$ cat src/rtl/pipe_deser.sv
// pipe_deser -- serial-to-parallel receiver for the 1-bit pipeline delay chain.
//
// Frames the bit stream leaving the last pipeline stage into WIDTH-bit words:
// start bit (1), WIDTH data bits LSB first, stop bit (0); the line idles at 0.
// Each completed word goes into a one-word holding register presented on a
// valid/ready interface.
//
// Ports:
//   clock      in   sole clock, rising edge
//   reset_n    in   synchronous active-low reset
//   in         in   serial line
//   out_data   out  received word (first data bit in bit 0)
//   out_valid  out  holding register holds an unconsumed word
//   out_ready  in   consumer accepts when out_valid & out_ready
//   overrun    out  1-cycle pulse: completed word dropped, holding reg full
//   frame_err  out  1-cycle pulse: stop bit was 1, word discarded
module pipe_deser #(
    parameter int WIDTH = 8
) (
    input  logic             clock,
    input  logic             reset_n,
    input  logic             in,
    output logic [WIDTH-1:0] out_data,
    output logic             out_valid,
    input  logic             out_ready,
    output logic             overrun,
    output logic             frame_err
);

    localparam int CW = $clog2(WIDTH + 1);

    typedef enum logic [1:0] {
        IDLE = 2'd0,
        DATA = 2'd1,
        STOP = 2'd2
    } state_t;

    state_t            state_q, state_d;
    logic [CW-1:0]     cnt_q, cnt_d;
    logic [WIDTH-1:0]  shreg_q, shreg_d;
    logic [WIDTH-1:0]  data_q, data_d;
    logic              valid_q, valid_d;
    logic              ovr_q, ovr_d;
    logic              ferr_q, ferr_d;

    always_ff @(posedge clock) begin
        if (!reset_n) begin
            state_q <= IDLE;
            cnt_q   <= '0;
            shreg_q <= '0;
            data_q  <= '0;
            valid_q <= 1'b0;
            ovr_q   <= 1'b0;
            ferr_q  <= 1'b0;
        end else begin
            state_q <= state_d;
            cnt_q   <= cnt_d;
            shreg_q <= shreg_d;
            data_q  <= data_d;
            valid_q <= valid_d;
            ovr_q   <= ovr_d;
            ferr_q  <= ferr_d;
        end
    end

    always_comb begin
        state_d = state_q;
        cnt_d   = cnt_q;
        shreg_d = shreg_q;
        data_d  = data_q;
        // A word accepted this cycle leaves the register; a commit below may refill it.
        valid_d = valid_q & ~out_ready;
        ovr_d   = 1'b0;
        ferr_d  = 1'b0;

        unique case (state_q)
            IDLE: begin
                if (in) begin
                    state_d = DATA;
                    cnt_d   = '0;
                end
            end
            DATA: begin
                for (int i = 0; i < WIDTH; i++) begin
                    if (cnt_q == CW'(i)) shreg_d[i] = in;
                end
                cnt_d = cnt_q + 1'b1;
                if (cnt_q == CW'(WIDTH - 1)) state_d = STOP;
            end
            STOP: begin
                // Always back to IDLE: a 1 seen here is a bad stop bit, not a new start.
                state_d = IDLE;
                if (in) begin
                    ferr_d = 1'b1;
                end else if (!valid_q || out_ready) begin
                    data_d  = shreg_q;
                    valid_d = 1'b1;
                end else begin
                    ovr_d = 1'b1;
                end
            end
            default: state_d = IDLE;
        endcase
    end

    assign out_data  = data_q;
    assign out_valid = valid_q;
    assign overrun   = ovr_q;
    assign frame_err = ferr_q;

endmodule

$ cat config.mk
export PLATFORM = sky130hd
export DESIGN_NAME = pipe_deser
export DESIGN_NICKNAME = d
export VERILOG_FILES = /design/src/rtl/pipe_deser.sv
export SDC_FILE = /design/constraint.sdc
export NUM_CORES = 1
export LEC_CHECK = 0
export CORE_MARGIN = 3
export CORE_UTILIZATION = 45
export CTS_BUF_LIST = sky130_fd_sc_hd__clkbuf_8
export DETAILED_ROUTE_END_ITERATION = 10
export PLACE_DENSITY = 0.68
export SLEW_MARGIN = 20
export SYNTH_ARGS = -nofsm -noshare
export SYNTH_HDL_FRONTEND = slang
export SYNTH_SLANG_ARGS = --single-unit
$ cat constraint.sdc
create_clock -name clock -period 2.1 [get_ports clock]
set_input_delay 0.63 -clock clock [delete_from_list [all_inputs] [get_ports clock]]
set_output_delay 0.63 -clock clock [all_outputs]
set_load 0.01 [all_outputs]
==> metrics.cfg <==
[status]
status=finished, final reports clean

[timing]
setup_tns_ns=0
tightest_slew_ns=0.4335
min_period_ns=1.772
setup_viol=0
maxSlewViolCount=0
setup_slack_ns=0.3275
max_freq_ghz=0.5642
post-route-period-util_pct=84.40
hold_viol=0
relSlewSlack_pct=71.06
clock_skew_ns=0.003455
rsz0062_at_grt=no
hold_ws_ns=0.4602

[setup_path]
crit_path_max_incr_delay_ns=0.54
critPathArrivalTime_ns=1.14
cp_num_buf_inv=1
worst_path_max_delay_cell=clkdlybuf4s50_1
cp_top_family=buffers and inverters
crit_required_ns=1.47
cp_max_fo=2
crit_type=reg2out
critPathCaptureType=output port
crit_path_cell_trace=clkdlybuf4s50_1
start_kind=flop

[clock_network]
cts_buffer_depth=2
clk_pin_slew_ns=0.08
root_buffer=clkbuf_8
clk_latency_ns=0.26
cts_inserted_buffers=3
cts.sinks=25
postCtsSetupBuffers=0
cts_resized=0
cts_max_level=1
cts_tree=yes
hold_buffers=0

[floorplanning]
die_x_um=54.67
die_h_um=54.67
std_cell_rows=16
start_util_pct=50.71
top_level_ports=15
core_area_um2=2102
die_area_um2=2989

[final_layout]
areaGrowthSynthToFinish_pct=19.84
final_cells=149
final_area_um2=1277
num-nets-final=131
fillers=189
fin_util_pct=60.77
register_area_um2=500.5
num_antenna_cells=0
drive_above_1_share_pct=8.197
multi_input_area_um2=523.0

[global_route]
gr-total-overflow=0
grt_pass1_vias=740
grt_pass1_wl_um=3208
antenna_found_initial=0
grt_usage_pct=15.05
grt_max_degree=16

[yosys]
synth.avg_cell_area_um2=10.06
syn_nets=114
synth_area_um2=1066
syn_inst=106
ys_seq_area_share_pct=46.95
synth.largest_area_cell=dfxtp_1
yosys.cell_count.top_type=nand2_1
synth_compound_gate_area_share_pct=4.695
synthTopCellsByArea=dfxtp_1 47%, mux2i_1 15%, nand2_1 10%
netlist_top_cells_count=29 x nand2_1, 25 x dfxtp_1, 16 x mux2i_1
synth_top_area_share_pct=46.95
synthArstFlopShare_pct=0
synthAdderAreaFrac_pct=4.695
synth_top_family_by_area=simple AND/OR/NAND/NOR gates
yosysUniqueCellTypes=26
synth_xor_area_share_pct=0
yosys_register_bits=25
synth-edff-count=0
ys_warn_count=0
synth_flop_cell=dfxtp_1
yosys.area_share.simple_pct=24.65
synth.area.mux_share_pct=15.02

[pwr]
p_per_area_nw_per_um2=628.4
p_leak_nw=0.5696
vdd_ir_drop_max_mv=0.3445
fin_total_pwr_mw=0.8028

[routing]
viasPerCell=5.128
drt-pass1-iter-count=3
drt_iter0_markers=10
drc_errors=0
postRouteAntennaNets=0
vias=764
routedWlPerCell_um=12.34
drt-total-wl_um=1839

[placement]
place_ws_ns=0.1670
routabilityCongestion=0.7230
place_area_um2=1231
hpwl_um=1347
place_inst=145
io_buffers=14

[flow_run]
timing.max_cap.violations=0

[hold_path]
hp-class=reg2reg

[worst paths after layout]
check	from	end	slack (ns)	cells after the start
setup / recovery	out_data[1]$_SDFFE_PN0P_	out_data[1]	0.33	1
hold / removal	out_data[4]$_SDFFE_PN0P_	out_data[4]$_SDFFE_PN0P_	0.46	2
setup reg to reg	state_q[0]$_SDFFE_PN0P_	shreg_q[3]$_SDFFE_PN0P_	0.77	3
hold reg to reg	out_data[4]$_SDFFE_PN0P_	out_data[4]$_SDFFE_PN0P_	0.46	2
[logic make-up after synthesis]
logic type	Yosys count
AOI/OAI and AO/OA	6
adders and majority gates	4
buffers and inverters	8
DFF	25
muxes	16
and+or+nand+nor	47
[final cells by class]
cell class,count,share of cell area (%)
multi-input combinational,73,40.94
sequential,25,39.18
timing repair buffer,17,12.73
clock buffer,3,3.232
tap,27,2.644
inverter,3,0.8815
clock inverter,1,0.3918
[power by group]
part / switching (mW) / internal, mW
logic: 0.0233 / 0.0202
registers: 0.00833 / 0.479
clock network: 0.140 / 0.132
total: 0.172 / 0.631
[layout by cell type, fill, tap and decap left out, types with 2 or more instances in the layout]
| cell type | count |
|---|---|
| nor3b_1 | 3 |
| inv_1 | 3 |
| nand2_1 | 29 |
| clkbuf_8 | 3 |
| buf_4 | 3 |
| nor2b_1 | 3 |
| ha_1 | 4 |
| mux2i_1 | 16 |
| clkdlybuf4s50_1 | 14 |
| dfxtp_1 | 25 |
| nand3_1 | 3 |
| and3_1 | 2 |
[per-layer routing]
metal / global-route usage (%) / up-vias / share of wire (%) / wire length, um
met5: 0 / - / 0 / 0
met1: 19.87 / 358 / 48 / 875
li1: - / 392 / - / -
met4: 5.394 / 0 / 0.71 / 13
met2: 24.41 / 12 / 48 / 883
met3: 2.452 / 2 / 3.6 / 67
[registers in the layout, indices dropped and copies added, names as in the netlist]
signal     count
cnt_q          4
frame_err      1
out_data       8
out_valid      1
overrun        1
shreg_q        8
state_q        2
Power figures use the tool's default switching activity.
